File: src/rtl/switch_input_ctrl_if.sv
// Read-port bundle between memorio (master) and the switch input controller (slave).
// memorio drives the chip-select, read strobe and address, and the controller returns data and a valid pulse.
interface switch_input_ctrl_if;
    logic        swcs;
    logic        swread;
    logic [1:0]  swaddr;
    logic [15:0] rdata;
    logic        rvalid;

    modport master (
        output swcs,
        output swread,
        output swaddr,
        input  rdata,
        input  rvalid
    );

    modport slave (
        input  swcs,
        input  swread,
        input  swaddr,
        output rdata,
        output rvalid
    );
endinterface

File: src/rtl/switch_input_ctrl.sv
// Synchronises and debounces the 16 slide switches and the confirm button, then snapshots the switches on each press.
// memorio reads the controller through a chip-select/read port, and read data is valid one cycle after the request.
module switch_input_ctrl #(
    parameter int DEBOUNCE_CYCLES = 200000,
    parameter int CNT_W           = 18
) (
    input  logic                 ioclk,
    input  logic                 iorst,
    input  logic [15:0]          raw_sw,
    input  logic                 raw_btn,
    switch_input_ctrl_if.slave   bus,
    output logic                 snap_flag
);
    localparam logic [CNT_W-1:0] CNT_MAX  = CNT_W'(DEBOUNCE_CYCLES - 1);
    localparam logic [0:0]       BTN_UP   = 1'b0;
    localparam logic [0:0]       BTN_DOWN = 1'b1;

    logic [15:0]      r_swMeta;
    logic [15:0]      r_swSync;
    logic             r_btnMeta;
    logic             r_btnSync;
    logic [15:0]      r_swCand;
    logic [CNT_W-1:0] r_swCnt;
    logic [15:0]      r_swStable;
    logic             r_btnCand;
    logic [CNT_W-1:0] r_btnCnt;
    logic             r_btnStable;
    logic [0:0]       r_btnState;
    logic [15:0]      r_snapshot;
    logic             r_snapFlag;
    logic [15:0]      r_rdata;
    logic             r_rvalid;
    logic             w_read;
    logic             w_press;
    logic [15:0]      w_readData;

    always_ff @(posedge ioclk or negedge iorst) begin
        if (!iorst) begin
            r_swMeta  <= '0;
            r_swSync  <= '0;
            r_btnMeta <= 1'b0;
            r_btnSync <= 1'b0;
        end else begin
            r_swMeta  <= raw_sw;
            r_swSync  <= r_swMeta;
            r_btnMeta <= raw_btn;
            r_btnSync <= r_btnMeta;
        end
    end

    // A change in any bit restarts the window for the whole vector; the counter saturates at the limit.
    always_ff @(posedge ioclk or negedge iorst) begin
        if (!iorst) begin
            r_swCand   <= '0;
            r_swCnt    <= '0;
            r_swStable <= '0;
        end else if (r_swSync != r_swCand) begin
            r_swCand <= r_swSync;
            r_swCnt  <= '0;
        end else if (r_swCnt < CNT_MAX) begin
            r_swCnt <= r_swCnt + 1'b1;
        end else begin
            r_swStable <= r_swCand;
        end
    end

    always_ff @(posedge ioclk or negedge iorst) begin
        if (!iorst) begin
            r_btnCand   <= 1'b0;
            r_btnCnt    <= '0;
            r_btnStable <= 1'b0;
        end else if (r_btnSync != r_btnCand) begin
            r_btnCand <= r_btnSync;
            r_btnCnt  <= '0;
        end else if (r_btnCnt < CNT_MAX) begin
            r_btnCnt <= r_btnCnt + 1'b1;
        end else begin
            r_btnStable <= r_btnCand;
        end
    end

    assign w_press = (r_btnState == BTN_UP) && r_btnStable;
    assign w_read  = bus.swcs && bus.swread;

    // A press only counts on the up-to-down transition, so a held button produces one snapshot.
    always_ff @(posedge ioclk or negedge iorst) begin
        if (!iorst) begin
            r_btnState <= BTN_UP;
            r_snapshot <= '0;
        end else if (w_press) begin
            r_btnState <= BTN_DOWN;
            r_snapshot <= r_swStable;
        end else if ((r_btnState == BTN_DOWN) && !r_btnStable) begin
            r_btnState <= BTN_UP;
        end
    end

    // If a press and a status read land on the same edge, the set wins over the clear.
    always_ff @(posedge ioclk or negedge iorst) begin
        if (!iorst) begin
            r_snapFlag <= 1'b0;
        end else if (w_press) begin
            r_snapFlag <= 1'b1;
        end else if (w_read && (bus.swaddr == 2'b11)) begin
            r_snapFlag <= 1'b0;
        end
    end

    always_comb begin
        w_readData = r_swStable;
        case (bus.swaddr)
            2'b00:   w_readData = r_swStable;
            2'b01:   w_readData = r_snapshot;
            2'b10:   w_readData = {8'h00, r_swStable[15:8]};
            default: w_readData = {15'b0, r_snapFlag};
        endcase
    end

    always_ff @(posedge ioclk or negedge iorst) begin
        if (!iorst) begin
            r_rdata  <= '0;
            r_rvalid <= 1'b0;
        end else begin
            r_rvalid <= w_read;
            if (w_read) begin
                r_rdata <= w_readData;
            end
        end
    end

    assign bus.rdata  = r_rdata;
    assign bus.rvalid = r_rvalid;
    assign snap_flag  = r_snapFlag;
endmodule
File: src/flat_wrapper.sv
// flat-port wrapper written by rule: the top's interface ports become plain ports
module switch_input_ctrl_flat 
#(
    parameter int DEBOUNCE_CYCLES = 200000,
    parameter int CNT_W           = 18
)
  (ioclk, iorst, raw_sw, raw_btn, snap_flag, bus_swcs, bus_swread, bus_swaddr, bus_rdata, bus_rvalid);
  switch_input_ctrl_if bus_i ();
  input  logic ioclk;
  input  logic iorst;
  input  logic [15:0] raw_sw;
  input  logic raw_btn;
  output logic snap_flag;
  input wire logic [$bits(bus_i.swcs)-1:0] bus_swcs;
  input wire logic [$bits(bus_i.swread)-1:0] bus_swread;
  input wire logic [$bits(bus_i.swaddr)-1:0] bus_swaddr;
  output wire logic [$bits(bus_i.rdata)-1:0] bus_rdata;
  output wire logic [$bits(bus_i.rvalid)-1:0] bus_rvalid;
  assign bus_i.swcs = bus_swcs;
  assign bus_i.swread = bus_swread;
  assign bus_i.swaddr = bus_swaddr;
  assign bus_rdata = bus_i.rdata;
  assign bus_rvalid = bus_i.rvalid;
  switch_input_ctrl #(.DEBOUNCE_CYCLES(DEBOUNCE_CYCLES), .CNT_W(CNT_W)) u_core (.ioclk(ioclk), .iorst(iorst), .raw_sw(raw_sw), .raw_btn(raw_btn), .bus(bus_i), .snap_flag(snap_flag));
endmodule
File: config.mk
export PLATFORM = sky130hd
export DESIGN_NAME = switch_input_ctrl_flat
export DESIGN_NICKNAME = d
export VERILOG_FILES = /design/src/rtl/switch_input_ctrl_if.sv /design/src/rtl/switch_input_ctrl.sv /design/src/flat_wrapper.sv
export SDC_FILE = /design/constraint.sdc
export NUM_CORES = 1
export LEC_CHECK = 0
export ABC_AREA = 1
export CORE_UTILIZATION = 30
export DETAILED_ROUTE_END_ITERATION = 8
export GPL_ROUTABILITY_DRIVEN = 0
export PLACE_DENSITY_LB_ADDON = 0.05
export SYNTH_ARGS = -nofsm -noshare
export SYNTH_HDL_FRONTEND = slang
export SYNTH_SLANG_ARGS = --single-unit
File: constraint.sdc
create_clock -name ioclk -period 3.4 [get_ports ioclk]
set_input_delay 0.68 -clock ioclk [delete_from_list [all_inputs] [get_ports ioclk]]
set_output_delay 0.68 -clock ioclk [all_outputs]
set_load 0.01 [all_outputs]
After elaboration in Yosys (flattened, before gate mapping):

Index checks and enable logic that the tools add are counted.
Widths: inputs -> output; s select.

* register bits after elaboration: 139
* bits of input ports: 23
* output and inout port bits: 18
* word-level logic and storage cells: 50

* add/subtract/negate cells: 2
* order comparisons: 2
* eq/ne operators: 5
* mux-type cells: 9
* bitwise gates (word level): 5
* reductions and logical operators: 12

Operators by type and width (count)
* $mux 18: 4
* $pmux 16 s3: 1
* $add 18x1->18 const B: 2
* $lt 18x18->1 const B: 2
* $ne 16x16->1: 1
* $reduce_bool 2->1: 4
* $not 1->1: 5
* $eq 2x2->1 const B: 2
* $logic_and 1x1->1: 4
* $mux 1: 4
* $reduce_and 2->1: 2
* $eq 2x1->1 const B: 1
* $logic_not 2->1: 1
* $logic_not 1->1: 1
* $ne 1x1->1: 1

Longest topological paths before layout:

* word-level depth: 4
* depth in mapped cells: 12
* depth with buffers taken out: 11

Least setup slack after synthesis:

No wires, ideal clock.

* kind: input -> register
* start: input bus_swaddr[0]
* end: register u_core.r_rdata[5], in the netlist u_core.bus.rdata[5]
* setup time: 65 ps
* data arrival time: 1492 ps
* data required time: 3335 ps
* path slack: 1842 ps
* cell stages on the path: 7
* path buffers: 1
* cell sequence: or2_2 inv_1 buf_2 nand2_1 nand3_1 nand2_1 nand2_1

* longest elaborated chain between the ends: 2
* elaborated cells between the ends (all ways): 4
* those cells by class: eq/ne: 2; mux: 1; reduce/logical: 1

RTL lines
* start: declaration: line flat_wrapper.sv:16 `input wire logic [$bits(bus_i.swaddr)-1:0] bus_swaddr;`
* $eq 2x2->1 (tied with other cells): line switch_input_ctrl.sv:111 `case (bus.swaddr)`
* $pmux 16 s3 *: line switch_input_ctrl.sv:111
* end signal: assignment: line switch_input_ctrl.sv:126 `r_rdata <= w_readData;`
* end: declaration: line switch_input_ctrl.sv:31 `logic [15:0] r_rdata;`

Mark *: on every way between the ends. The rest lies on a longest branch, timed or not.
A chain may end at the register's enable or synchronous reset.

Final worst setup path:

* start: register u_core.r_swCnt[1]
* end: register u_core.r_swStable[8]

* longest elaborated chain between the ends: 3

RTL lines
* start: declaration: line switch_input_ctrl.sv:23 `logic [CNT_W-1:0] r_swCnt;`
* start signal: assignment: line switch_input_ctrl.sv:61 `r_swCnt <= r_swCnt + 1'b1;`
* $lt 18x18->1: line switch_input_ctrl.sv:60 `end else if (r_swCnt < CNT_MAX) begin`
* $not 1->1 (no source line)
* $reduce_and 2->1 (no source line)
* end signal: assignment: line switch_input_ctrl.sv:63 `r_swStable <= r_swCand;`
* end: declaration: line switch_input_ctrl.sv:24 `logic [15:0] r_swStable;`

No other way between the ends.

==> summary.txt <==
Global routing
  • Remaining Overflow, GRT: 0
  • Largest net degree at the start of global routing: between 50 and 60
  • Initial antenna violation count: 0
  • Vias in the first global route: ~4.5k
  • Tot GR Track Use: 0.134
  • Global-route wire length before repair: between 20000 and 25000 microns

Timing
  • Worst Tran Pin Value: around 0.66 ns
  • RSZ-0062 raised after global routing: no
  • FMAX: 467 MHz
  • Final hold vios: 0
  • Worst hold slack: ~0.2 ns
  • Setup violators final: 0
  • Fin. max-slew vios: 0
  • Fin crit period: 2.14 ns
  • Fin crit share: 0.630
  • Final Skew: ~0.0085 ns
  • Worst slew margin: 0.560
  • Setup TNS: 0 ns

Routing
  • Mean number of vias per cell: ~4.3
  • WL final: between 10000 and 15000 microns
  • Final ANT Viol Nets: 0
  • Vias post-DR: 4474
  • DRT iter0 DRCs: approximately 210
  • Drt first pass iters: 4
  • DRC: 0
  • Routed len/inst: 12.0 microns

Clocking
  • Total CTS buffers: 17
  • Sink Count: roughly 140
  • Clock transition at path regs: approximately 0.060 ns
  • Worst-Skew Late Latency: 0.42 ns
  • H-tree lvl count: 4
  • Hold Buf Count CTS: 0
  • Root Buffer: clkbuf_16
  • # Post-CTS Setup Buffers: 0
  • Clock tree from TritonCTS: built
  • CTS-repair resized insts: 0
  • CTS Buffer Depth: 2

Yosys
  • Async S/R FF share, synth: 1.00
  • Simple-Gate Fraction of Synth Area: 0.258
  • Post-synth net total: roughly 760
  • Syn_area_per_cell: about 8.4 sq um
  • Compound-Gate Fraction of Synth Area: 0.0813
  • Multiplexer share of the synthesized area: 0
  • Unique masters post-synth: 39
  • Largest family of logic cells by synthesized area: simple AND/OR/NAND/NOR gates
  • Xor-xnor portion of the synthesized cell area: 0.0142
  • Gate Count Post-Synth: between 700 and 800
  • Synth area leaders: dfrtp_1, nand2_1, nor2_1
  • Post-synthesis register bit count: between 100 and 150
  • EDFF count, synth: 0
  • Yosys warning count: 0
  • Area share of fa/ha/maj cells after synthesis: 0.00608
  • Seq/Total Area, Yosys: 0.563
  • Synth Cell Area: 0.00617 sq mm
  • Area share of the largest cell type after synthesis: 0.563
  • Synth Flop Type: dfrtp_1
  • Top cell type by total area after synthesis: dfrtp_1

Die
  • Vert. Die Dim: around 150 microns
  • Core Area: slightly above 0.02 sq mm
  • Die W: between 100 and 150 microns
  • Initial core utilization: 0.305
  • Die area: about 0.021 sq mm
  • Top Ports: slightly above 40
  • Core Rows: between 50 and 60

Worst setup path
  • Crit path cell chain: ha_1 > nand3_1 > nor2_4 > nand3_4 > nand2_4 > nand3_4 > nor2_1 > a21oi_2
  • Required time worst endpoint: roughly 3.7 ns
  • Crit Path Max Fanout: 35
  • Crit end category: flop
  • CP max stage delay: between 0.4 and 0.5 ns
  • Critical-path top delay cell: nand3_4
  • Critical path class: reg2reg
  • Worst Path Arrival: between 2 and 2.5 ns
  • Setup crit start kind: flop
  • Most used cell, CP: nand3_4

Placed design
  • IO buf count: 40
  • DPL Wire Length: about 8700 microns

Status
  • Status: finished, final reports clean

Power and ir drop
  • Cell area power density: 509 mW/mm^2
  • Peak supply drop: between 300 and 400 uV
  • Leak: roughly 3.4 nW
  • Tot Pwr: between 3 and 4 mW

Finish
  • Area Overhead vs Synth: 19.3%
  • Area occupied by multi-input gates: 0.00222 sq mm
  • Fill cells: 2070
  • Net count, final: 791
  • Antenna cells: 0
  • Reg area: 0.00348 sq mm
  • Layout cell share with drive strength beyond 1: 0.0887
  • Layout Utilization: 0.364

Flow run
  • Max Cap Viol: 0

Hold path
  • Hold/Removal Path Class: in2async
-- path summary, 6_finish.rpt --
path                                           from              endpoint  slack (ns)  cells past startpoint
worst min register to register  u_core.r_swMeta[14]   u_core.r_swSync[14]        0.35                      0
min in group ioclk              u_core.r_swMeta[14]   u_core.r_swSync[14]        0.35                      0
worst max register to register    u_core.r_swCnt[1]  u_core.r_swStable[8]        1.26                      8
worst max-delay path              u_core.r_swCnt[1]  u_core.r_swStable[8]        1.26                      8
worst min-delay path                          iorst      u_core.snap_flag        0.20                      1
max in group asynchronous                     iorst    u_core.r_swSync[8]        2.37                      2
-- through the flow --
step,cell area [sq um],worst slack [ns],std cells
2_1_floorplan,6170,1.84,736
3_3_place_gp,6780,1.05,1016
3_5_place_dp,6780,1.01,1016
4_1_cts,7360,1.22,1048
5_1_grt,7360,0.949,1048
6_report,7360,1.26,1048
-- sequential cells by signal (all words and copies together) (netlist names) --
signal / flops
u_core.r_btnCnt: 18
u_core.r_swCnt: 18
u_core.bus.rdata: 16
u_core.r_snapshot: 16
u_core.r_swCand: 16
u_core.r_swMeta: 16
u_core.r_swStable: 16
u_core.r_swSync: 16
u_core.bus.rvalid: 1
u_core.r_btnCand: 1
u_core.r_btnMeta: 1
u_core.r_btnStable: 1
u_core.r_btnState: 1
u_core.r_btnSync: 1
u_core.snap_flag: 1
-- cells in the mapped netlist, types with 3 or more instances --
master / n
a21oi_1: 28
buf_2: 3
buf_6: 4
clkbuf_1: 23
dfrtp_1: 139
ha_1: 3
inv_1: 79
inv_2: 3
nand2_1: 239
nand3_1: 34
nand4_1: 4
nor2_1: 90
nor2_2: 3
nor3_1: 5
o21ai_0: 17
o21ai_1: 10
o21ai_2: 15
xor2_1: 8
-- placed cells by master (no fill, tap or decap), types with 5 or more instances in the layout --
master             n
nand2_1          239
dfrtp_1          139
nor2_1            90
inv_1             79
clkdlybuf4s50_1   39
nand3_1           34
a21oi_1           28
o21ai_0           17
clkbuf_16         17
o21ai_2           15
o21ai_1           10
xor2_1             8
nor3_1             5
-- metal layers --
layer | routed length (microns) | up-vias | GRT usage
met1 | 6600 | 2036 | 0.185
met3 | 383 | 15 | 0.0317
met5 | 0 | - | 0
li1 | - | 2342 | -
met4 | 248 | 0 | 0.0616
met2 | 5360 | 81 | 0.198
-- final cells by class --
class / count / share of cell area
Timing Repair Buffer: 44 / 0.0586
Tap cell: 270 / 0.0459
Clock buffer: 21 / 0.0653
Multi-Input combinational cell: 481 / 0.301
Clock inverter: 11 / 0.0146
Inverter: 82 / 0.0418
Sequential cell: 139 / 0.472
-- power by group --
group,internal (mW),switching (mW)
registers,1.70,0.0314
clock network,1.09,0.726
logic,0.0795,0.114
total,2.88,0.871
-- critical path, delay by kind of cell, from the launching register on --
kind	cells	cell delay (ns)
adders and majority gates	1	0.20
DFF	1	0.37
and+or+nand+nor	6	1.40
AOI/OAI and AO/OA	1	0.04
-- kinds of logic (layout without fill, tap and decap cells) --
group / after synthesis / in the layout
AOI/OAI and AO/OA: 81 / 81
adders and majority gates: 3 / 3
and+or+nand+nor: 387 / 387
buffers and inverters: 116 / 158
DFF: 139 / 139
xor gates and xnor gates: 10 / 10
No activity file was read; power rests on OpenSTA's default activity.
